`src/rtl/onehot_way_sel_pkg.sv`:
```
`default_nettype none
// ============================================================================
// Module   : onehot_way_sel_pkg
// Brief    : Shared mode encodings and line-count helper for onehot_way_sel.
// Revision : 1.0 - initial release
// ============================================================================
package onehot_way_sel_pkg;

    localparam logic c_mode_direct = 1'b0;
    localparam logic c_mode_rr     = 1'b1;

    function automatic int calc_n(input int width);
        return 1 << width;
    endfunction

endpackage : onehot_way_sel_pkg
`default_nettype wire

```
`src/rtl/bin2onehot.sv`:
```
`default_nettype none
// ============================================================================
// Module   : bin2onehot
// Brief    : Combinational binary index to one-hot line decoder.
// Revision : 1.0 - initial release
// ============================================================================
module bin2onehot
    import onehot_way_sel_pkg::*;
#(
    parameter  int WIDTH = 3,
    localparam int N     = calc_n(WIDTH)
) (
    input  logic [WIDTH-1:0] i_bin,
    output logic [N-1:0]     o_onehot
);

    for (genvar gi = 0; gi < N; gi++) begin : g_bit
        assign o_onehot[gi] = (i_bin == WIDTH'(gi));
    end

endmodule : bin2onehot
`default_nettype wire

```
`src/rtl/onehot_way_sel.sv`:
```
`default_nettype none
// ============================================================================
// Module   : onehot_way_sel
// Brief    : Registered one-hot way select, direct decode or round-robin.
// Revision : 1.0 - initial release
// ============================================================================
module onehot_way_sel
    import onehot_way_sel_pkg::*;
#(
    parameter  int WIDTH = 3,
    localparam int N     = calc_n(WIDTH)
) (
    input  logic             clk,
    input  logic             rst,
    input  logic             req,
    input  logic             mode,
    input  logic [WIDTH-1:0] idx_in,
    input  logic [N-1:0]     lock_mask,
    output logic [N-1:0]     y,
    output logic             y_valid,
    output logic             none_free,
    output logic [WIDTH-1:0] ptr
);

    logic [N-1:0]     y_q, y_d;
    logic             y_valid_q, y_valid_d;
    logic             none_free_q, none_free_d;
    logic [WIDTH-1:0] ptr_q, ptr_d;

    logic             w_found;
    logic [WIDTH-1:0] w_hit_idx;
    logic [WIDTH-1:0] w_cand;
    logic [WIDTH-1:0] w_sel_idx;
    logic [N-1:0]     w_sel_onehot;

    // Rotating priority search: candidate index wraps naturally in WIDTH bits.
    always_comb begin
        w_found   = 1'b0;
        w_hit_idx = ptr_q;
        w_cand    = '0;
        for (int i = 0; i < N; i++) begin
            w_cand = ptr_q + WIDTH'(i);
            if (!w_found && !lock_mask[w_cand]) begin
                w_found   = 1'b1;
                w_hit_idx = w_cand;
            end
        end
    end

    assign w_sel_idx = (mode == c_mode_rr) ? w_hit_idx : idx_in;

    bin2onehot #(
        .WIDTH (WIDTH)
    ) u_bin2onehot (
        .i_bin    (w_sel_idx),
        .o_onehot (w_sel_onehot)
    );

    always_comb begin
        y_d         = y_q;
        ptr_d       = ptr_q;
        y_valid_d   = 1'b0;
        none_free_d = 1'b0;
        if (req) begin
            y_valid_d = 1'b1;
            if (mode == c_mode_direct) begin
                y_d = w_sel_onehot;
            end else if (w_found) begin
                y_d   = w_sel_onehot;
                ptr_d = w_hit_idx + WIDTH'(1);
            end else begin
                y_d         = '0;
                none_free_d = 1'b1;
            end
        end
    end

    always_ff @(posedge clk) begin
        if (rst) begin
            y_q         <= '0;
            y_valid_q   <= 1'b0;
            none_free_q <= 1'b0;
            ptr_q       <= '0;
        end else begin
            y_q         <= y_d;
            y_valid_q   <= y_valid_d;
            none_free_q <= none_free_d;
            ptr_q       <= ptr_d;
        end
    end

    assign y         = y_q;
    assign y_valid   = y_valid_q;
    assign none_free = none_free_q;
    assign ptr       = ptr_q;

endmodule : onehot_way_sel
`default_nettype wire
```
`config.mk`:
```
export PLATFORM = sky130hd
export DESIGN_NAME = onehot_way_sel
export DESIGN_NICKNAME = d
export VERILOG_FILES = /design/src/rtl/onehot_way_sel_pkg.sv /design/src/rtl/bin2onehot.sv /design/src/rtl/onehot_way_sel.sv
export SDC_FILE = /design/constraint.sdc
export NUM_CORES = 1
export LEC_CHECK = 0
export CORE_MARGIN = 5
export CORE_UTILIZATION = 35
export DETAILED_ROUTE_END_ITERATION = 10
export PLACE_DENSITY = 0.68
export SETUP_SLACK_MARGIN = 0.05
export SLEW_MARGIN = 10
export SYNTH_ARGS = -nofsm -noshare
export SYNTH_HDL_FRONTEND = slang
export SYNTH_HIERARCHICAL = 1
export SYNTH_SLANG_ARGS = --single-unit
```
`constraint.sdc`:
```
create_clock -name clk -period 11.1 [get_ports clk]
set_clock_uncertainty 0.15 [all_clocks]
set_input_delay 2.22 -clock clk [delete_from_list [all_inputs] [get_ports clk]]
set_output_delay 2.22 -clock clk [all_outputs]
set_load 0.01 [all_outputs]
```
==> results_dict.tcl <==
set metrics [dict create \
    p_leak_nw 0.619 \
    worstHoldEndpoint "y[1]" \
    ys_seq_elements 13 \
    slew_violations 0 \
    cts_setup_buffers 0 \
    syn_nets 191 \
    multi_input_area_mm2 0.00117 \
    cts_buffer_depth 2 \
    dp_hpwl_um 2850 \
    worst-path-buf-inv 1 \
    vias 1434 \
    peakVddDrop_uv 107 \
    seq_area_frac_synth_pct 17.3 \
    syn_area_per_cell_um2 8.69 \
    cts.clk_slew.worst_paths_ns 0.05 \
    ys_warn_count 6 \
    fin_crit_ns 5.37 \
    fp.coreArea_mm2 0.00409 \
    route.detailed.drc 0 \
    endpoint_kind "register" \
    clkSinkCount 13 \
    gp_congestion 0.823 \
    drive_gt1_share_pct 14.3 \
    synth_cell_types 52 \
    synth-edff-count 0 \
    crit_arrival_ns 5.38 \
    grtUsageTotal_pct 13.9 \
    diodes 0 \
    ant_nets 0 \
    hold_depth 2 \
    required_ns 11.10 \
    path_class "primary input to register" \
    overflow 0 \
    fin_tns_setup_ns 0 \
    numCtsBuffers 3 \
    via_per_inst 5.83 \
    post_cts_resized 0 \
    port_buffers 27 \
    finalHoldViolCount 0 \
    critPathSlowestCell "mux4_1" \
    regToRegEndpoint "ptr[2]" \
    min-delay-start "y[1]" \
    drtIter0Drc 103 \
    grt_pass1_wl_um 6190 \
    drv_cap 0 \
    status "completed" \
    dr.pass1.iters 4 \
    antenna_found_initial 0 \
    start_kind "primary input" \
    die_w_um 75.5 \
    start_util_pct 36.8 \
    seq_area_um2 260 \
    htree_levels 1 \
    r2r_start "ptr[0]" \
    reg2reg_slack_ns 6.52 \
    slew_headroom_pct 60.0 \
    io_pins 28 \
    grt_pass1_vias 1336 \
    rsz0062_at_grt "no" \
    worst_r2r_path_depth 12 \
    worst-slew-pin-transition_ns 0.600 \
    final_util_pct 44.9 \
    setup_viol 0 \
    die_h_um 75.5 \
    cpPeakStageDelay_ns 0.65 \
    row_count 23 \
    area_growth_pct 22.1 \
    period_share_pct 48.4 \
    clock-root-buffer "clkbuf_8" \
    worstHoldPathType "register to register" \
    path_cells "clkdlybuf4s50_1, mux4_1, mux2_2, and2_4, nand3_4, o221ai_1, xnor2_1, ha_1, or4b_1, a21o_1, o2111ai_1" \
    finalWirelength_um 3700 \
    fillCellCount 408 \
    clk_latency_ns 0.24 \
    p_per_area_mw_per_mm2 224 \
    syn_area_mm2 0.00150 \
    fin_nets 215 \
    ys_async_sr_fraction_pct 0 \
    path_delay_family "multiplexers" \
    wl_per_cell_um 15.0 \
    worst-path-max-fanout 8 \
    syn-instance-count 173 \
    dieArea_mm2 0.00570 \
    ctsHoldBuffers 0 \
    ys.flop_type "dfxtp_1" \
    fmax_mhz 186 \
    grt_max_degree 19 \
    cts_tree "built" \
]
Yosys cell counts (2+ instances only):
cell type | n | share of area [%]
nor2_1 | 9 | 2.2
ha_1 | 3 | 2.5
nor3_1 | 2 | 0.67
inv_1 | 6 | 1.5
a21oi_1 | 16 | 5.3
buf_6 | 2 | 1.5
nand3_1 | 9 | 3.0
o21a_1 | 2 | 1.0
nand2_1 | 15 | 3.7
nor3b_1 | 4 | 2.0
and2_1 | 2 | 0.83
xnor2_1 | 2 | 1.2
mux2i_1 | 7 | 4.7
dfxtp_1 | 13 | 17
o21ai_0 | 11 | 3.7
and3b_2 | 3 | 2.0
nand2b_1 | 10 | 4.2
o22ai_1 | 2 | 0.83
clkbuf_1 | 5 | 1.2
nand3b_1 | 2 | 1.0
mux4_2 | 10 | 15
mux2_2 | 6 | 4.5
xor2_1 | 2 | 1.2
a21boi_0 | 2 | 1.0
where the power goes:
part           switching, mW  leakage, nW  internal, mW
Sequential            0.0166        0.106        0.0543
Clock                 0.0163       0.0228        0.0253
Combinational          0.162        0.491         0.138
Total                  0.195        0.619         0.217
state kept, by name, indices dropped and copies added, names as in the netlist:
signal and count:
ptr 3, none_free 1, y_valid 1, y 8
cell families after synthesis:
group	Yosys count	synth area share (%)
AO/OA/AOI/OAI	49	22.1
flip-flops	13	17.3
multiplexers	24	25.9
XOR/XNOR	4	2.33
AND/OR/NAND/NOR	66	25.2
buffers and inverters	14	4.58
adder cells (fa/ha/maj)	3	2.50
cell type report:
| class | instances | share of cell area, % |
|---|---|---|
| clock buffers | 4 | 2.46 |
| inverters | 6 | 1.23 |
| multi-input cells | 146 | 64.0 |
| flip-flops and latches | 13 | 14.2 |
| well taps | 50 | 3.41 |
| repair buffers | 27 | 14.7 |
metal layers:
metal	share of wire, %	routed length [um]	GRT usage (%)
met1	46	1720	20.8
met2	47	1750	20.9
met3	6.2	231	3.03
met4	0	0	1.75
met5	0	0	0
placed cells by master, fill, tap and decap left out, drive strengths merged, types with 3 or more instances in the layout:
cell	instances
o21ai	11
a21oi	16
nand2b	10
mux2	6
and3b	3
nor3b	4
dfxtp	13
nand3	10
and2	3
mux2i	7
mux4	11
nor2	9
inv	6
clkdlybuf4s50	27
clkbuf	4
o22ai	3
ha	3
nand2	15
worst max-delay path by stage:
stage	to	from	slack, ns	cells past startpoint
finish	ptr[2]	lock_mask[1]	5.73	11
global route	y[4]	lock_mask[1]	5.42	12
CTS	ptr[2]	lock_mask[1]	5.74	11
detailed placement	ptr[2]	lock_mask[1]	5.50	11
global placement	ptr[2]	lock_mask[1]	5.53	11
floorplan	ptr[2]	lock_mask[2]	6.28	10
stage by stage:
stage	area, um^2	power, mW	hold slack [ns]	cells	setup WS (ns)
2_1_floorplan	1500	0.305	0.340	173	6.28
3_3_place_gp	1790	0.367	0.310	242	5.53
3_5_place_dp	1790	0.368	0.310	242	5.50
6_report	1830	0.412	0.316	246	5.73
4_1_cts	1830	0.411	0.319	246	5.74
5_1_grt	1830	0.449	0.342	246	5.42
worst register-to-register path, cell delays in order, from the launching register on:
cell and delay [ns]:
dfxtp_1 0.70, inv_1 0.23, ha_1 0.71, mux4_2 0.59, mux2i_1 0.36, o22ai_2 0.23
nand3_4 0.17, o221ai_1 0.21, xnor2_1 0.24, ha_1 0.20, or4b_1 0.43, a21o_1 0.17
o2111ai_1 0.10
(Power assumes the default switching activity.)
